### src/rtl/bus_fabric.sv
// Single-master, N-slave memory-mapped fabric: base/mask decode, posted writes, one outstanding read.
// Optional read timeout is enabled with `define BUS_TIMEOUT_EN.
module bus_fabric #(
    parameter int unsigned NSLAVES = 4,
    parameter int unsigned ADDR_W = 16,
    parameter int unsigned DATA_W = 32,
    parameter logic [NSLAVES*ADDR_W-1:0] SLV_BASE = {16'h5000, 16'h4000, 16'h8000, 16'h0000},
    parameter logic [NSLAVES*ADDR_W-1:0] SLV_MASK = {16'hF000, 16'hF000, 16'h8000, 16'hC000},
    parameter int unsigned TIMEOUT = 16,
    parameter logic [DATA_W-1:0] ERR_DATA = 32'hDEADBEEF
) (
    input  logic                      clk,
    input  logic                      rst_n,
    input  logic [ADDR_W-1:0]         m_addr,
    input  logic                      m_rd_en,
    input  logic                      m_wr_en,
    input  logic [DATA_W-1:0]         m_wr_data,
    input  logic [DATA_W/8-1:0]       m_wr_mask,
    output logic [DATA_W-1:0]         m_rd_data,
    output logic                      m_rd_valid,
    output logic                      m_err,
    output logic                      m_busy,
    output logic [ADDR_W-1:0]         s_addr,
    output logic [DATA_W-1:0]         s_wr_data,
    output logic [DATA_W/8-1:0]       s_wr_mask,
    output logic [NSLAVES-1:0]        s_rd_en,
    output logic [NSLAVES-1:0]        s_wr_en,
    input  logic [NSLAVES*DATA_W-1:0] s_rd_data,
    input  logic [NSLAVES-1:0]        s_rd_valid
);

    localparam int unsigned SEL_W = (NSLAVES > 1) ? $clog2(NSLAVES) : 1;

    if (NSLAVES == 0 || NSLAVES > 8) begin : g_chk_nslaves
        $error("bus_fabric: NSLAVES must be 1..8");
    end
    if (TIMEOUT < 2 || TIMEOUT > 255) begin : g_chk_timeout
        $error("bus_fabric: TIMEOUT must be 2..255");
    end

    typedef enum logic [0:0] {StIdle, StRdWait} state_e;

    state_e             state_q, state_d;
    logic [SEL_W-1:0]   sel_q, sel_d;
    logic [DATA_W-1:0]  rd_data_q, rd_data_d;
    logic               rd_valid_q, rd_valid_d;
    logic               err_q, err_d;
    logic               hit;
    logic [SEL_W-1:0]   hit_idx;
    logic [DATA_W-1:0]  sel_data;
    logic               sel_valid;

`ifdef BUS_TIMEOUT_EN
    localparam logic [7:0] CNT_LAST = 8'(TIMEOUT - 1);
    logic [7:0] cnt_q, cnt_d;
`endif

    assign s_addr     = m_addr;
    assign s_wr_data  = m_wr_data;
    assign s_wr_mask  = m_wr_mask;
    assign m_rd_data  = rd_data_q;
    assign m_rd_valid = rd_valid_q;
    assign m_err      = err_q;
    assign m_busy     = (state_q == StRdWait);
    assign sel_data   = s_rd_data[sel_q*DATA_W +: DATA_W];
    assign sel_valid  = s_rd_valid[sel_q];

    // Scan from the top so the lowest-index hit is the one left standing.
    always_comb begin
        hit     = 1'b0;
        hit_idx = '0;
        for (int i = int'(NSLAVES) - 1; i >= 0; i--) begin
            if ((m_addr & SLV_MASK[i*ADDR_W +: ADDR_W]) == SLV_BASE[i*ADDR_W +: ADDR_W]) begin
                hit     = 1'b1;
                hit_idx = SEL_W'(i);
            end
        end
    end

    always_comb begin
        state_d    = state_q;
        sel_d      = sel_q;
        rd_data_d  = rd_data_q;
        rd_valid_d = 1'b0;
        err_d      = 1'b0;
        s_rd_en    = '0;
        s_wr_en    = '0;
`ifdef BUS_TIMEOUT_EN
        cnt_d      = cnt_q;
`endif
        unique case (state_q)
            StIdle: begin
                if (m_rd_en && m_wr_en) begin
                    err_d = 1'b1;
                end else if (m_wr_en) begin
                    if (hit) s_wr_en[hit_idx] = 1'b1;
                    else     err_d = 1'b1;
                end else if (m_rd_en) begin
                    if (hit) begin
                        s_rd_en[hit_idx] = 1'b1;
                        sel_d            = hit_idx;
                        state_d          = StRdWait;
`ifdef BUS_TIMEOUT_EN
                        cnt_d            = '0;
`endif
                    end else begin
                        rd_valid_d = 1'b1;
                        err_d      = 1'b1;
                        rd_data_d  = ERR_DATA;
                    end
                end
            end
            StRdWait: begin
`ifdef BUS_TIMEOUT_EN
                cnt_d = (cnt_q == 8'hFF) ? cnt_q : cnt_q + 8'd1;
`endif
                if (sel_valid) begin
                    rd_valid_d = 1'b1;
                    rd_data_d  = sel_data;
                    state_d    = StIdle;
`ifdef BUS_TIMEOUT_EN
                end else if (cnt_q == CNT_LAST) begin
                    rd_valid_d = 1'b1;
                    err_d      = 1'b1;
                    rd_data_d  = ERR_DATA;
                    state_d    = StIdle;
`endif
                end
            end
            default: state_d = StIdle;
        endcase
    end

    always_ff @(posedge clk) begin
        if (!rst_n) begin
            state_q    <= StIdle;
            sel_q      <= '0;
            rd_data_q  <= '0;
            rd_valid_q <= 1'b0;
            err_q      <= 1'b0;
`ifdef BUS_TIMEOUT_EN
            cnt_q      <= '0;
`endif
        end else begin
            state_q    <= state_d;
            sel_q      <= sel_d;
            rd_data_q  <= rd_data_d;
            rd_valid_q <= rd_valid_d;
            err_q      <= err_d;
`ifdef BUS_TIMEOUT_EN
            cnt_q      <= cnt_d;
`endif
        end
    end

endmodule

### config.mk
export PLATFORM = sky130hd
export DESIGN_NAME = bus_fabric
export DESIGN_NICKNAME = d
export VERILOG_FILES = /design/src/rtl/bus_fabric.sv
export SDC_FILE = /design/constraint.sdc
export NUM_CORES = 1
export LEC_CHECK = 0
export BUFFER_PORTS_ARGS = -buffer_cell sky130_fd_sc_hd__buf_2
export CORE_MARGIN = 1.5
export CORE_UTILIZATION = 27
export CTS_CLUSTER_DIAMETER = 60
export DETAILED_ROUTE_END_ITERATION = 10
export GPL_ROUTABILITY_DRIVEN = 0
export HOLD_SLACK_MARGIN = 0.03
export SYNTH_ARGS = -nofsm -noshare
export SYNTH_HDL_FRONTEND = slang
export SYNTH_SLANG_ARGS = --single-unit
### constraint.sdc
create_clock -name clk -period 2.9 [get_ports clk]
set_input_delay 0.145 -clock clk [delete_from_list [all_inputs] [get_ports clk]]
set_output_delay 0.145 -clock clk [all_outputs]
set_load 0.01 [all_outputs]
==> results.toml <==
[sta]
rsz0062_at_grt = "false"
finalCritPeriodShare = 0.710
finalHoldViolations = 0
timing.final.ws_setup_ps = 840
setup_tns_ps = 0
finalSetupViolations = 0
finalHoldWorstSlack_ps = 263
worst_slew_pin_slew_ps = 1050
maxSlewHeadroom = 0.298
finClkSkew_ps = 4.06
layout_min_cycle_time_ps = 2060
drv_slew = 0
max_freq_mhz = 485

[grt]
grt_pass1_wl_microns = 12500
grt_max_degree = 38
antenna_found_initial = 0
grt-ovfl-total = 0
grt_usage = 0.135
grt_pass1_vias = 2545

[routing]
drtPass1Iterations = 4
drt_wl_total_microns = 8480
vias_per_cell = 4.67
wire_per_inst_microns = 15.6
vias = 2535
drc_errors = 0
initialDrtViolationCount = 88
ant_nets = 0

[floorplanning]
ios = 283
die_w_microns = 109
rows = 38
initial_core_util = 0.278
core_area_sq_um = 10900
die_area_sq_um = 11900
die_h_microns = 109

[synthesis]
async_flop_share = 0
ys.flop_type = "dfxtp_1"
netlist_area_sq_um = 3040
ys_ff_latch = 37
ys_types = 30
syn_inst = 278
syn_nets = 466
synth_edf_count = 0
synth_area_per_cell_sq_um = 11.0
ys_warn_count = 0
yosys.area.top_type_share = 0.243
yosysSeqAreaShare = 0.243
yosys.area.top_type = "dfxtp_1"
synth_area_leaders = "dfxtp_1, mux4_2, buf_4"

[layout]
diodes = 0
final_common_cell = "buf_2"
fillers = 1130
syn_to_final_growth_pct = 24.9
register_area_sq_um = 743
final_cell_mix = "buf_2, dfxtp_1, nor2_1, mux4_2, nor3b_2"
final_nets = 591
multiInputGateArea_sq_um = 1760
drive_gt1_frac = 0.692

[cts]
clock-sinks = 37
cts.repair.resized = 0
post-cts-setup-buffers = 0
clkLatencyLatePin_ps = 270
hold_buffers = 0
clockBufferDepth = 2
root_buffer = "clkbuf_16"
cts_buffers = 5
h-tree-depth = 2
cts_tree = "done"
clkTransAtPathRegs_ps = 60

[hold_path]
min_from = "m_wr_en"
hold_path.class = "input port to flop"

[setup_path]
crit_arrival_ps = 2260
cpMaxStageDelayCell = "o2bb2ai_4"
crit_path_start = "sel_q[1]$_SDFFE_PN0P_"
r2r_start = "sel_q[1]$_SDFFE_PN0P_"
cp_data_required_time_ps = 3100
critPathKind = "flop to flop"
cp-start-kind = "flop"
critical_path.cell_chain = "nand2_1 -> o2bb2ai_4 -> nor3_1 -> nor3b_2"
crit_path_end_kind = "flop"
cp_max_fo = 32
critPathMaxStageDelay_ps = 880

[power]
p_leak_nw = 1.68
p_per_area_nw_per_um2 = 386
max-vdd-ir-drop_v = 0.000228

[status]
outcome = "completed"

[placed_design]
hpwlAfterDp_microns = 6750
dp_slack_ps = 806
port_buffers = 186

[flow_run]
drv_cap = 0
logic make-up after synthesis:
| kind of cell | synth area share |
|---|---|
| AO/OA/AOI/OAI | 0.0473 |
| adder cells (fa/ha/maj) | 0.00329 |
| AND/OR/NAND/NOR | 0.279 |
| multiplexers | 0.246 |
| buffers and inverters | 0.181 |
| flip-flops | 0.243 |
Yosys cell counts, drive strengths merged, types with 2 or more instances:
master,number
buf,66
dfxtp,37
nor2,33
mux4,32
a21boi,11
nand3,8
and3b,2
nand2,15
nor3,26
nor3b,26
clkbuf,6
nor4,2
o21ai,2
flip-flops by register name (all words and copies together) (netlist names):
register    flops
m_rd_valid      1
m_err           1
m_busy          1
sel_q           2
m_rd_data      32
final cells by class:
type / count / area share
Clock buffer: 7 / 0.0375
Inverter: 1 / 0.000987
Multi-Input combinational cell: 168 / 0.464
Sequential cell: 37 / 0.195
Tap cell: 140 / 0.0461
Timing Repair Buffer: 190 / 0.256
worst paths after layout:
| check | to | slack, ps | cells after the start |
|---|---|---|---|
| setup reg to reg | m_rd_data[5]$_SDFFE_PN0P_ | 840 | 4 |
| setup / recovery | m_rd_data[5]$_SDFFE_PN0P_ | 840 | 4 |
| hold / removal | sel_q[0]$_SDFFE_PN0P_ | 260 | 4 |
| hold reg to reg | m_rd_data[22]$_SDFFE_PN0P_ | 480 | 2 |
critical path: cells and delay by family, from the launching register on:
family	cells	cell delay (ps)
flip-flops	1	550
AO/OA/AOI/OAI	1	880
AND/OR/NAND/NOR	3	540
metrics by stage:
step / utilization / area [sq um] / cells / total power [mW]
finish: 0.348 / 3800 / 543 / 1.47
global route: 0.348 / 3800 / 543 / 1.55
CTS: 0.348 / 3800 / 543 / 1.50
detailed placement: 0.335 / 3660 / 536 / 0.946
global placement: 0.335 / 3660 / 536 / 0.937
floorplan: - / 3040 / 278 / 0.866
routing by layer:
metal  part of all wire  up-vias  wire (microns)  global-route usage
li1                   -     1202               -                   -
met1               0.39     1187            3340               0.155
met2               0.51      130            4300               0.246
met3              0.085       16             723              0.0347
met4              0.013        0             107              0.0399
met5                  0        -               0                   0
power breakdown:
| part | switching, mW | total, mW | internal, mW |
|---|---|---|---|
| clock network | 0.199 | 0.536 | 0.338 |
| registers | 0.0214 | 0.559 | 0.538 |
| logic | 0.155 | 0.370 | 0.215 |
(Power assumes the default switching activity.)
